===== src/rtl/legv8_ctrl_pkg.sv =====
// Shared types and constants for the multicycle LEGv8 main controller:
// FSM states, opcode patterns, ALU select encodings and instruction classes.
package legv8_ctrl_pkg;

    // Controller sequencing states
    typedef enum logic [3:0] {
        ST_FETCH,
        ST_DECODE,
        ST_MEMADR,
        ST_MEMRD,
        ST_MEMWB,
        ST_MEMWR,
        ST_EXEC,
        ST_ALUWB,
        ST_BRANCH
    } state_t;

    // Opcode patterns on IR[31:21]; CBZ carries don't-care low bits for casez
    localparam logic [10:0] OP_LDUR = 11'b11111000010;
    localparam logic [10:0] OP_STUR = 11'b11111000000;
    localparam logic [10:0] OP_CBZ  = 11'b10110100???;
    localparam logic [10:0] OP_ADD  = 11'b10001011000;
    localparam logic [10:0] OP_SUB  = 11'b11001011000;
    localparam logic [10:0] OP_AND  = 11'b10001010000;
    localparam logic [10:0] OP_ORR  = 11'b10101010000;

    // ALU operation select
    typedef enum logic [1:0] {
        ALU_ADD    = 2'b00,
        ALU_PASS_B = 2'b01,
        ALU_FUNCT  = 2'b10
    } alu_op_t;

    // ALU operand B select
    typedef enum logic [1:0] {
        SRCB_REG      = 2'b00,
        SRCB_FOUR     = 2'b01,
        SRCB_SEXT     = 2'b10,
        SRCB_SEXT_SH2 = 2'b11
    } alu_src_b_t;

    // Instruction classes the FSM sequences on
    typedef enum logic [2:0] {
        CL_RTYPE,
        CL_LOAD,
        CL_STORE,
        CL_CBZ,
        CL_ILLEGAL
    } instr_class_t;

    // Classes that read Rt through the second register port
    function automatic logic reads_rt(instr_class_t c);
        return (c == CL_STORE) || (c == CL_CBZ);
    endfunction

endpackage


===== src/rtl/legv8_op_class.sv =====
// Opcode classifier: maps IR[31:21] onto the instruction class consumed
// by the main control FSM. Purely combinational.
module legv8_op_class
    import legv8_ctrl_pkg::*;
(
    input  logic [10:0] op_i,
    output logic [2:0]  class_o
);

    instr_class_t cls;

    // Match the opcode against the supported patterns
    always_comb begin
        cls = CL_ILLEGAL;
        casez (op_i)
            OP_LDUR: cls = CL_LOAD;
            OP_STUR: cls = CL_STORE;
            OP_CBZ:  cls = CL_CBZ;
            OP_ADD,
            OP_SUB,
            OP_AND,
            OP_ORR:  cls = CL_RTYPE;
            default: cls = CL_ILLEGAL;
        endcase
    end

    assign class_o = cls;

endmodule


===== src/rtl/legv8_multicycle_ctrl.sv =====
// Main control FSM for the multicycle LEGv8 datapath. Sequences
// fetch/decode/execute/memory/writeback, drives datapath selects and
// enables, handshakes with the single memory port and counts retirements.
module legv8_multicycle_ctrl
    import legv8_ctrl_pkg::*;
#(
    parameter int unsigned CNT_WIDTH = 32
) (
    input  logic                 clk,
    input  logic                 reset,
    input  logic [10:0]          op,
    input  logic                 zero,
    input  logic                 mem_ready,
    output logic                 mem_req,
    output logic                 mem_write,
    output logic                 iord,
    output logic                 ir_write,
    output logic                 pc_write,
    output logic                 pc_src,
    output logic                 alu_src_a,
    output logic [1:0]           alu_src_b,
    output logic [1:0]           alu_op,
    output logic                 reg2loc,
    output logic                 reg_write,
    output logic                 mem_to_reg,
    output logic                 illegal_op,
    output logic [CNT_WIDTH-1:0] instret
);

    state_t                state_q, state_d;
    logic [CNT_WIDTH-1:0]  instret_q;
    logic                  retire;
    logic [2:0]            class_raw;
    instr_class_t          op_cls;
    alu_op_t               alu_op_e;
    alu_src_b_t            alu_src_b_e;

    legv8_op_class u_op_class (
        .op_i    (op),
        .class_o (class_raw)
    );

    assign op_cls = instr_class_t'(class_raw);

    // Next state, retirement strobe and per-state datapath controls.
    // Everything is forced low while reset is high so an access in flight
    // is dropped in the same cycle reset asserts.
    always_comb begin
        state_d     = state_q;
        retire      = 1'b0;
        mem_req     = 1'b0;
        mem_write   = 1'b0;
        iord        = 1'b0;
        ir_write    = 1'b0;
        pc_write    = 1'b0;
        pc_src      = 1'b0;
        alu_src_a   = 1'b0;
        alu_src_b_e = SRCB_REG;
        alu_op_e    = ALU_ADD;
        reg2loc     = 1'b0;
        reg_write   = 1'b0;
        mem_to_reg  = 1'b0;
        illegal_op  = 1'b0;

        unique case (state_q)
            ST_FETCH: begin
                mem_req     = 1'b1;
                alu_src_b_e = SRCB_FOUR;
                if (mem_ready) begin
                    ir_write = 1'b1;
                    pc_write = 1'b1;
                    state_d  = ST_DECODE;
                end
            end
            ST_DECODE: begin
                alu_src_b_e = SRCB_SEXT_SH2;
                reg2loc     = reads_rt(op_cls);
                unique case (op_cls)
                    CL_LOAD, CL_STORE: state_d = ST_MEMADR;
                    CL_CBZ:            state_d = ST_BRANCH;
                    CL_RTYPE:          state_d = ST_EXEC;
                    default: begin
                        illegal_op = 1'b1;
                        state_d    = ST_FETCH;
                    end
                endcase
            end
            ST_MEMADR: begin
                alu_src_a   = 1'b1;
                alu_src_b_e = SRCB_SEXT;
                if (op_cls == CL_LOAD) begin
                    state_d = ST_MEMRD;
                end else if (op_cls == CL_STORE) begin
                    state_d = ST_MEMWR;
                end else begin
                    state_d = ST_FETCH;
                end
            end
            ST_MEMRD: begin
                mem_req = 1'b1;
                iord    = 1'b1;
                if (mem_ready) begin
                    state_d = ST_MEMWB;
                end
            end
            ST_MEMWB: begin
                reg_write  = 1'b1;
                mem_to_reg = 1'b1;
                retire     = 1'b1;
                state_d    = ST_FETCH;
            end
            ST_MEMWR: begin
                mem_req   = 1'b1;
                mem_write = 1'b1;
                iord      = 1'b1;
                reg2loc   = 1'b1;
                if (mem_ready) begin
                    retire  = 1'b1;
                    state_d = ST_FETCH;
                end
            end
            ST_EXEC: begin
                alu_src_a = 1'b1;
                alu_op_e  = ALU_FUNCT;
                state_d   = ST_ALUWB;
            end
            ST_ALUWB: begin
                reg_write = 1'b1;
                retire    = 1'b1;
                state_d   = ST_FETCH;
            end
            ST_BRANCH: begin
                reg2loc   = 1'b1;
                alu_src_a = 1'b1;
                alu_op_e  = ALU_PASS_B;
                pc_src    = 1'b1;
                pc_write  = zero;
                retire    = 1'b1;
                state_d   = ST_FETCH;
            end
            default: begin
                state_d = ST_FETCH;
            end
        endcase

        if (reset) begin
            state_d     = ST_FETCH;
            retire      = 1'b0;
            mem_req     = 1'b0;
            mem_write   = 1'b0;
            iord        = 1'b0;
            ir_write    = 1'b0;
            pc_write    = 1'b0;
            pc_src      = 1'b0;
            alu_src_a   = 1'b0;
            alu_src_b_e = SRCB_REG;
            alu_op_e    = ALU_ADD;
            reg2loc     = 1'b0;
            reg_write   = 1'b0;
            mem_to_reg  = 1'b0;
            illegal_op  = 1'b0;
        end
    end

    assign alu_src_b = alu_src_b_e;
    assign alu_op    = alu_op_e;
    assign instret   = instret_q;

    // State register and retired-instruction counter (wraps naturally)
    always_ff @(posedge clk or posedge reset) begin
        if (reset) begin
            state_q   <= ST_FETCH;
            instret_q <= '0;
        end else begin
            state_q <= state_d;
            if (retire) begin
                instret_q <= instret_q + CNT_WIDTH'(1);
            end
        end
    end

endmodule


===== config.mk =====
export PLATFORM = sky130hd
export DESIGN_NAME = legv8_multicycle_ctrl
export DESIGN_NICKNAME = d
export VERILOG_FILES = /design/src/rtl/legv8_ctrl_pkg.sv /design/src/rtl/legv8_op_class.sv /design/src/rtl/legv8_multicycle_ctrl.sv
export SDC_FILE = /design/constraint.sdc
export NUM_CORES = 1
export LEC_CHECK = 0
export ABC_CLOCK_PERIOD_IN_PS = 4500
export CAP_MARGIN = 30
export CELL_PAD_IN_SITES_DETAIL_PLACEMENT = 1
export CELL_PAD_IN_SITES_GLOBAL_PLACEMENT = 1
export CORE_MARGIN = 4
export CORE_UTILIZATION = 25
export CTS_BUF_LIST = sky130_fd_sc_hd__clkbuf_4 sky130_fd_sc_hd__clkbuf_8
export CTS_CLUSTER_SIZE = 25
export DETAILED_ROUTE_END_ITERATION = 8
export PLACE_DENSITY = 0.6
export SYNTH_ARGS = -nofsm -noshare
export SYNTH_HDL_FRONTEND = slang
export SYNTH_SLANG_ARGS = --single-unit

===== constraint.sdc =====
create_clock -name clk -period 4.5 [get_ports clk]
set_clock_uncertainty 0.1 [all_clocks]
set_input_delay 1.35 -clock clk [delete_from_list [all_inputs] [get_ports clk]]
set_output_delay 1.35 -clock clk [all_outputs]
set_load 0.005 [all_outputs]

==> impl_results.md <==
* Status: completed
* Unrepaired setup endpoints after global routing: yes
* Initial DRC Count at 59
* Critical-path cell list: clkdlybuf4s50_1, nor4bb_4, and2_4, a21oi_1, nor2b_1, a2111oi_2, dlygate4sd2_1
* P_int at 0.635 mW
* Slowest CP cell: clkdlybuf4s50_1
* Via count at 1813
* Area grow syn2layout at 51.4%
* Combinational power share at 7.5%
* Synth Area in Simple Gates at a little under a third
* Post-synth top area share at between 40% and 50%
* Final WL at roughly 5.7 mm
* Maximum VDD drop at 0.000133 V
* Row count at 32
* Compound-Gate Fraction of Synth Area at 6.36%
* Die width at 98.0 um
* Crit. End Element: output port
* Final setup fails at 0
* Post-layout net count at 297
* Antenna viol nets, final at 0
* Worst setup margin at about 40 ps
* Max stage delay on crit path at 460 ps
* Crit path DAT at around 3000 ps
* Worst slack, placed at -303 ps
* Max FO, Critical Path at 4
* Sequential share of power at about 42%
* Synth top cells by count: dfrtp_1, xnor2_1, nand2_1
* Vias in the first global route at 1844
* Fin area at 0.00307 mm^2
* Ys async rst share at 100%
* Normalized max-slew margin at 63.3%
* Grt total ovfl at 0
* Overall Global Routing Usage at approximately 12%
* Port bufs at ~60
* Fill count at 897
* Initial antenna violation count at 0
* Root Buffer: clkbuf_8
* DIE HEIGHT at ~98 um
* Switching power at 0.147 mW
* Multi-input gate area at approximately 0.0011 mm^2
* Sequential area share after synthesis at between 40 and 50%
* Cell area after placement at ~0.0028 mm^2
* Critical path class: in -> out
* Die ar. at 0.00961 mm^2
* Post-DP HPWL at 4.20 mm
* Sw Share at 18.8%
* WL/cell at 14.7 um
* Vias per inst at 4.72
* Global placer's final weighted congestion at roughly 0.75
* CP required at 3050 ps
* Tmin final at ~4500 ps
* Syn Area/Cell at 9.89 um^2
* Post-Syn Area at 0.00203 mm^2
* Post-synth EDFFs at 0
* PD cells at 255 mW/mm^2
* Total CTS buffers at 5
* Final Slew Violations at 0
* Register area at 901 um^2
* Hold Crit Depth at 1
* Max Root-Sink Buffers at 2
* Clock network fraction of total power at between 50% and 60%
* Library cells used by synthesis at between 40 and 50
* Count leader, synth: dfrtp_1
* Worst slew pin tran at 550 ps
* Top cells by area, synth: dfrtp_1, xnor2_1, xor2_1, nand2_1, nor2_1
* Worst Hold Class: reg -> reg
* Max Clock Freq at 224 MHz
* CTS tree: done
* # IOs at 62
* Register bit total from synthesis at 36
* Maximum number of pins on one net before global-route repair at 38
* Clk pin slew, worst setup/hold paths at 70 ps
* Syn_nets at between 200 and 250
* Drt drc at 0
* R2R cell count at 6
* Synth Area in Adders at less than 1%
* Starting density of the core at 26.0%
* Area of the core at between 0.007 and 0.008 mm^2
* Final period util at 99.1%
* Layout cells sized above 1 at around 14%
* Crit path launch type: input port
* Pleak at 1.38 nW
* Primary FF master, synth: dfrtp_1
* Largest family of logic cells by synthesized area: simple AND/OR/NAND/NOR gates
* Yosys warnings at 0
* Synth Instances at 205
* Antenna diode count at 0
* Hold Violations, Final at 0
* Mux contribution to synthesized area at 1.11%
* Synth area leader: dfrtp_1
* Drt first pass iters at 4
* CTS H-tree depth at 2
* First-pass GRT wire length at 9.17 mm
* Synth Area in XOR/XNOR at around 14%
* Power, Total at 0.782 mW
* Max-Cap Viols at 0
* Min Hold Slack at about 390 ps
* Clk sinks at 36
* Clock latency on the worst-skew pair at 290 ps
==> state kept, by name, summed over array words and instances (netlist names) <==
register / count
state_q: 4
instret: 32
==> repair_timing <==
action                     4_1_cts  5_1_grt
setup endpoints to repair        4        4
hold buffers                     0        0
resized for setup                7       10
setup buffers                    0        1
pin swaps                        1        1
==> worst paths after layout <==
| check | start | end | slack [ps] |
|---|---|---|---|
| worst max-delay path | op[7] | illegal_op | 40 |
| worst min register to register | instret[31] | instret[31] | 390 |
| min in group asynchronous | reset | state_q[2] | 1650 |
| max in group asynchronous | reset | instret[3] | 2310 |
| worst min-delay path | instret[31] | instret[31] | 390 |
| worst max register to register | state_q[2] | instret[31] | 1940 |
==> worst max-delay path, delay by kind of cell <==
family          cells  cell delay, ps
buf+inv             2             750
compound gates      2             470
simple gates        3             440
==> per-stage QoR <==
step           util [%]  setup TNS [ps]  cells
2_1_floorplan         -               0    205
3_3_place_gp       36.2            -497    375
3_5_place_dp       36.2            -728    375
4_1_cts            38.6            -349    383
5_1_grt            39.3           -27.1    384
6_report           39.3               0    384
==> cells in the final DEF (no fill, tap or decap), drive strengths merged, types with 3 or more instances in the layout <==
cell	n
clkdlybuf4s50	56
dfrtp	36
xnor2	22
nand2	19
nor2	16
buf	14
nor3	13
nand3	11
xor2	10
and3	9
nand4	6
and4	5
a21oi	5
clkbuf	5
nor2b	4
nand2b	4
dlymetal6s2s	4
nor4	4
inv	3
bufinv	3
nor4b	3
==> kinds of logic (layout without fill, tap and decap cells) <==
kind of cell | after synthesis | after routing
and+or+nand+nor | 108 | 108
xor gates and xnor gates | 32 | 32
DFF | 36 | 36
buffers and inverters | 9 | 86
adders and majority gates | 1 | 1
AOI/OAI and AO/OA | 17 | 17
muxes | 2 | 2
==> power by group through the flow <==
stage / combinational, mW / sequential [mW] / clock, mW
floorplan: 0.0210 / 0.333 / 0
global placement: 0.0541 / 0.335 / 0
detailed placement: 0.0545 / 0.335 / 0
CTS: 0.0568 / 0.329 / 0.407
global route: 0.0648 / 0.329 / 0.418
finish: 0.0589 / 0.329 / 0.394
==> final cells by class <==
cell class,instances,share of cell area [%]
tap,102,4.16
inverter,3,0.367
clock buffer,5,2.24
clock inverter,3,2.94
multi-input combinational,160,37.3
timing repair buffer,75,23.6
sequential,36,29.4
==> layer usage <==
layer / part of all wire, % / global-route usage [%] / vias up / wire length, um
li1: - / - / 883 / -
met1: 45 / 14.6 / 870 / 2540
met2: 48 / 19.6 / 54 / 2720
met3: 5.9 / 2.86 / 6 / 335
met4: 1.0 / 3.19 / 0 / 59
met5: 0 / 0 / - / 0
(Power assumes the default switching activity.)
